## src/rtl/conv_pkg.sv

```systemverilog
// Shared types and helpers for the convolution sliding-window buffer.
package conv_pkg;

  localparam int PIXEL_W = 16;

  typedef logic [PIXEL_W-1:0] pixel_t;

  typedef enum logic [1:0] {
    FILL = 2'd0,
    RUN  = 2'd1,
    PAD  = 2'd2
  } state_t;

  // Columns that must be present before the first window of a row is complete.
  function automatic int win_threshold(input int k, input bit pad_en);
    return pad_en ? (k + 1) / 2 : k;
  endfunction

endpackage

```

## src/rtl/conv_window_row.sv

```systemverilog
// One row of the K x K window: a K-deep shift line, oldest pixel at index 0.
module conv_window_row
  import conv_pkg::*;
#(
  parameter int W = 16,
  parameter int K = 3
) (
  input  logic           clk,
  input  logic           arst_n_in,
  input  logic           shift,
  input  logic           clr,
  input  logic [W-1:0]   din,
  output logic [K*W-1:0] line
);

  always_ff @(posedge clk or negedge arst_n_in) begin
    if (!arst_n_in) begin
      line <= '0;
    end else if (shift) begin
      // A clear alongside a shift keeps only the incoming pixel.
      for (int c = 0; c < K - 1; c++) begin
        line[c*W +: W] <= clr ? '0 : line[(c+1)*W +: W];
      end
      line[(K-1)*W +: W] <= din;
    end else if (clr) begin
      line <= '0;
    end
  end

endmodule

```

## src/rtl/conv_window_shifter.sv

```systemverilog
// K x K sliding-window buffer with valid/ready flow control and row tracking.
// Optional left/right zero padding is enabled with CONV_WINDOW_ZERO_PAD_EN.
module conv_window_shifter
  import conv_pkg::*;
#(
  parameter int IO_DATA_WIDTH     = 16,
  parameter int KERNEL_SIZE       = 3,
  parameter int FEATURE_MAP_WIDTH = 1024
) (
  input  logic                                       clk,
  input  logic                                       arst_n_in,
  input  logic                                       in_valid,
  output logic                                       in_ready,
  input  logic [KERNEL_SIZE*IO_DATA_WIDTH-1:0]       in_col,
  input  logic                                       row_start,
  input  logic                                       row_end,
  output logic                                       win_valid,
  input  logic                                       win_ready,
  output logic [KERNEL_SIZE*KERNEL_SIZE*IO_DATA_WIDTH-1:0] window,
  output logic                                       win_last
);

  localparam int K  = KERNEL_SIZE;
  localparam int W  = IO_DATA_WIDTH;
  localparam int CW = $clog2(FEATURE_MAP_WIDTH + 1);
`ifdef CONV_WINDOW_ZERO_PAD_EN
  localparam bit PAD_EN = 1'b1;
`else
  localparam bit PAD_EN = 1'b0;
`endif
  localparam int T = win_threshold(K, PAD_EN);

  state_t          state, state_nxt;
  logic [CW-1:0]   cnt, cnt_nxt, cnt_inc;
  logic            win_valid_nxt, win_last_nxt;
  logic            hold, accept, shift, clr, pad_shift;
  logic [K*W-1:0]  shift_col;

  assign hold     = win_valid && !win_ready;
  // Held low during reset so the upstream never sees a spurious ready.
  assign in_ready = arst_n_in && (state != PAD) && !hold;
  assign accept   = in_valid && in_ready;

`ifdef CONV_WINDOW_ZERO_PAD_EN
  localparam int P  = (K - 1) / 2;
  localparam int PW = (P > 1) ? $clog2(P) : 1;
  logic [PW-1:0] pad_cnt;
  logic          pad_last;

  assign pad_shift = (state == PAD) && !hold;
  assign pad_last  = (int'(pad_cnt) == P - 1);
  assign clr       = accept && row_start;

  always_ff @(posedge clk or negedge arst_n_in) begin
    if (!arst_n_in)     pad_cnt <= '0;
    else if (accept)    pad_cnt <= '0;
    else if (pad_shift) pad_cnt <= pad_cnt + PW'(1);
  end
`else
  assign pad_shift = 1'b0;
  assign clr       = 1'b0;
`endif

  assign shift     = accept || pad_shift;
  assign shift_col = accept ? in_col : '0;
  assign cnt_inc   = (cnt >= CW'(K)) ? CW'(K) : cnt + CW'(1);

  always_comb begin
    state_nxt     = state;
    cnt_nxt       = cnt;
    win_valid_nxt = win_valid && !win_ready;
    win_last_nxt  = win_last;
    if (accept) begin
      cnt_nxt   = row_start ? CW'(1) : cnt_inc;
      state_nxt = (cnt_nxt >= CW'(T)) ? RUN : FILL;
      if (cnt_nxt >= CW'(T)) begin
        win_valid_nxt = 1'b1;
        win_last_nxt  = row_end;
      end
`ifdef CONV_WINDOW_ZERO_PAD_EN
      // The row's last window comes from the final padded column instead.
      if (row_end && P > 0) begin
        state_nxt    = PAD;
        win_last_nxt = 1'b0;
      end
`endif
    end
`ifdef CONV_WINDOW_ZERO_PAD_EN
    else if (pad_shift) begin
      win_valid_nxt = 1'b1;
      win_last_nxt  = pad_last;
      if (pad_last) begin
        state_nxt = FILL;
        cnt_nxt   = '0;
      end
    end
`endif
  end

  always_ff @(posedge clk or negedge arst_n_in) begin
    if (!arst_n_in) begin
      state     <= FILL;
      cnt       <= '0;
      win_valid <= 1'b0;
      win_last  <= 1'b0;
    end else begin
      state     <= state_nxt;
      cnt       <= cnt_nxt;
      win_valid <= win_valid_nxt;
      win_last  <= win_last_nxt;
    end
  end

  for (genvar r = 0; r < K; r++) begin : g_row
    conv_window_row #(
      .W (W),
      .K (K)
    ) u_row (
      .clk       (clk),
      .arst_n_in (arst_n_in),
      .shift     (shift),
      .clr       (clr),
      .din       (shift_col[r*W +: W]),
      .line      (window[r*K*W +: K*W])
    );
  end

endmodule
```

## config.mk

```make
export PLATFORM = sky130hd
export DESIGN_NAME = conv_window_shifter
export DESIGN_NICKNAME = d
export VERILOG_FILES = /design/src/rtl/conv_pkg.sv /design/src/rtl/conv_window_row.sv /design/src/rtl/conv_window_shifter.sv
export SDC_FILE = /design/constraint.sdc
export NUM_CORES = 1
export LEC_CHECK = 0
export BUFFER_PORTS_ARGS = -buffer_cell sky130_fd_sc_hd__buf_2
export CORE_UTILIZATION = 56
export CTS_BUF_LIST = sky130_fd_sc_hd__clkbuf_2 sky130_fd_sc_hd__clkbuf_4 sky130_fd_sc_hd__clkbuf_8
export CTS_CLUSTER_SIZE = 10
export DETAILED_ROUTE_END_ITERATION = 12
export PLACE_DENSITY = 0.87
export SYNTH_ARGS = -nofsm -noshare
export SYNTH_HDL_FRONTEND = slang
export SYNTH_SLANG_ARGS = --single-unit
```

## constraint.sdc

```tcl
create_clock -name clk -period 2.6 [get_ports clk]
set_input_delay 0.78 -clock clk [delete_from_list [all_inputs] [get_ports clk]]
set_output_delay 0.78 -clock clk [all_outputs]
set_load 0.01 [all_outputs]
```

==> results.md <==
* Crit path max fanout at 4
* Top cells by area, synth: dfrtp_1 66%, nand2_1 27%, buf_2 1.9%, buf_6 1.5%, and2_1 1.0%
* Delay-heaviest family, CP: simple AND/OR/NAND/NOR gates
* Register share of total power at between 40% and 50%
* Via count at between 4000 and 5000
* Starting DRT DRC Count at 243
* Longest Clk Path Bufs at 2
* CTS Buf Count at 17
* Register-to-Register Path Depth at 5
* Maximum vdd drop at 584 µV
* Share of cells above drive strength 1 at 28.6%
* Placed cell area at a little over 7000 µm²
* Final nets at 898
* Slew @ Worst Pin at approximately 0.97 ns
* Clock Power Share at 27.0%
* CTS tree: done
* Slowest stage delay, CP at 0.15 ns
* PD cells at 938 nW/µm²
* Synth Net Count at 705
* Worst EP required at 1.82 ns
* Fin crit period at 2.09 ns
* Start point of the critical path: win_ready
* Die H at ~110 µm
* Tcrit/Tclk final at 80.5%
* Comb power frac at 24.4%
* Total Routing Usage GR at between 20% and 30%
* CTS Root Buffer Type: clkbuf_8
* YS warnings at 0
* Max-cap violations at 0
* IO Count at 201
* Reg2reg start: cnt[0]
* Initial antenna violation count at 0
* Synth area leader: dfrtp_1
* Crit path kind: input port to output pin
* Vias per std cell at 4.87
* #FFs+latches synth at approximately 160
* Async SR Flop Fraction at 100%
* Number of fill cells at 785
* Layout Utilization at between 70% and 80%
* Post-synthesis cell count at 650
* H-Tree Depth at 4
* Cell mode on critical path: buf_2
* Count leader, synth: nand2_1
* Die ar. at 11100 µm²
* Final instance area at 7470 µm²
* Overflow left after global routing at 0
* First-pass GRT wire length at between 20000 and 25000 µm
* CTS Hold Buffers Added at 0
* CORE AREA at 10300 µm²
* Final Non-Filler Cells at around 990
* Clock sinks at 157
* Reg area at 3930 µm²
* Cts repair resizes at 0
* Initial Utilization at 57.8%
* R2r setup slk at 0.93 ns
* Die Wd at around 110 µm
* CTS clock-pin slew for the worst setup and hold paths at 0.07 ns
* Most instantiated cells after synthesis: 434 x nand2_1, 157 x dfrtp_1, 23 x buf_2
* Port Buffers at 200
* Drt wl/cell at roughly 13 µm
* Register area share after synthesis at 65.9%
* Critical Path Slowest Stage Cell: nand2b_4
* RR Endpoint: win_last
* Psw at 2230 µW
* P_int at 4770 µW
* Remaining DRCs at 0
* Worst Skew at 0.00732 ns
* Number of flops mapped to enable cells by yosys at 0
* Slew Limit Fails at 0
* Fmax at 0.478 GHz
* Largest net degree at the start of global routing at 82
* Placed insts at 960
* Switching share of power at around a third
* Vias in the first global route at 4616
* DRT Pass-1 Iters at 4
* Yosys cell types at 20
* Endpoint type of the worst setup path: output pin
* Worst Path Buf+Inv at 2
* Mean post-synth cell area at 9.18 µm²
* Clk Latency, worst-skew pair at approximately 0.43 ns
* Mapped Area at 5970 µm²
* Slew HR at 35.6%
* Synth top area share at 65.9%
* Post-DP HPWL at 8680 µm
* Critical-path cell list: buf_2, nand2b_4, and2_1, buf_2
* Final setup vio count at 0
* Multi-input logic area at 1840 µm²
* RSZ-0062 raised after global routing: no
* Synth Flop Type: dfrtp_1
* GPL Wtd Cong at 0.781
* CP arrival at 1.31 ns
* Row cnt at 37
* Final WL at between 10000 and 15000 µm
* Leakage at 0.00449 µW
* Outcome: finished, final reports clean
* Final TNS setup at 0 ns
* Crit start category: input port
* Hold Crit Class: input port to async pin
* Antenna viol nets, final at 0
* Setup bufs post-CTS at 0
* Number of diodes at 0
* P&R area growth vs syn at 25.3%
* Fin. Hold Viols at 0
per-layer routing:
metal	routed length, µm	part of all wire (%)	track usage, %
met3	790	6.0	8.23
met1	5640	43	30.7
met5	0	0	0
met4	199	1.5	8.85
met2	6430	49	40.6
power by group through the flow:
stage	registers [µW]	logic, µW	clock network [µW]
floorplan	3680	624	0
global placement	3420	1660	0
detailed placement	3440	1720	0
CTS	3400	1730	1930
global route	3480	1890	2030
finish	3410	1710	1900
layout make-up:
class                   instances  share of cell area (%)
flip-flops and latches        157                    52.6
inverters                       1                  0.0502
repair buffers                207                    14.7
well taps                     136                    2.28
clock buffers                  27                    4.81
clock inverters                 5                    1.00
multi-input cells             459                    24.6
registers in the layout (all words and copies together), names as in the netlist:
signal            flops
cnt                  11
g_row.u_row.line    144
win_last              1
win_valid             1
layout by cell type (no fill, tap or decap), types with 2 or more instances in the layout:
cell / synthesis / layout
buf_4: 0 / 4
o31ai_1: 2 / 2
buf_12: 0 / 3
clkbuf_8: 0 / 25
clkbuf_4: 0 / 2
clkinv_2: 0 / 3
dfrtp_1: 157 / 157
buf_2: 23 / 199
nor4_2: 2 / 2
nand2_1: 434 / 434
and2_1: 10 / 10
bufinv_16: 0 / 2
per-stage QoR:
| stage | setup WS (ns) | total power [µW] | hold WS, ns |
|---|---|---|---|
| 2_1_floorplan | 0.736 | 4300 | 0.455 |
| 3_3_place_gp | 0.517 | 5090 | 0.454 |
| 3_5_place_dp | 0.505 | 5150 | 0.457 |
| 4_1_cts | 0.505 | 7060 | 0.0828 |
| 5_1_grt | 0.490 | 7410 | 0.0759 |
| 6_report | 0.507 | 7010 | 0.115 |
how the worst max path moves through the flow:
stage,cells after the start,to,slack [ns]
after floorplan,2,in_ready,0.74
after CTS,4,in_ready,0.50
after global routing,4,in_ready,0.49
after detailed placement,4,in_ready,0.51
after global placement,4,in_ready,0.52
final,4,in_ready,0.51
cell families after synthesis:
kind of cell / count (synthesis) / share of synthesized area [%]
simple gates: 452 / 29.4
flops: 157 / 65.9
buf+inv: 34 / 3.63
compound gates: 5 / 0.671
mux: 1 / 0.189
fa+ha+maj: 1 / 0.210
Note: power is estimated with default switching activity, not from simulation.
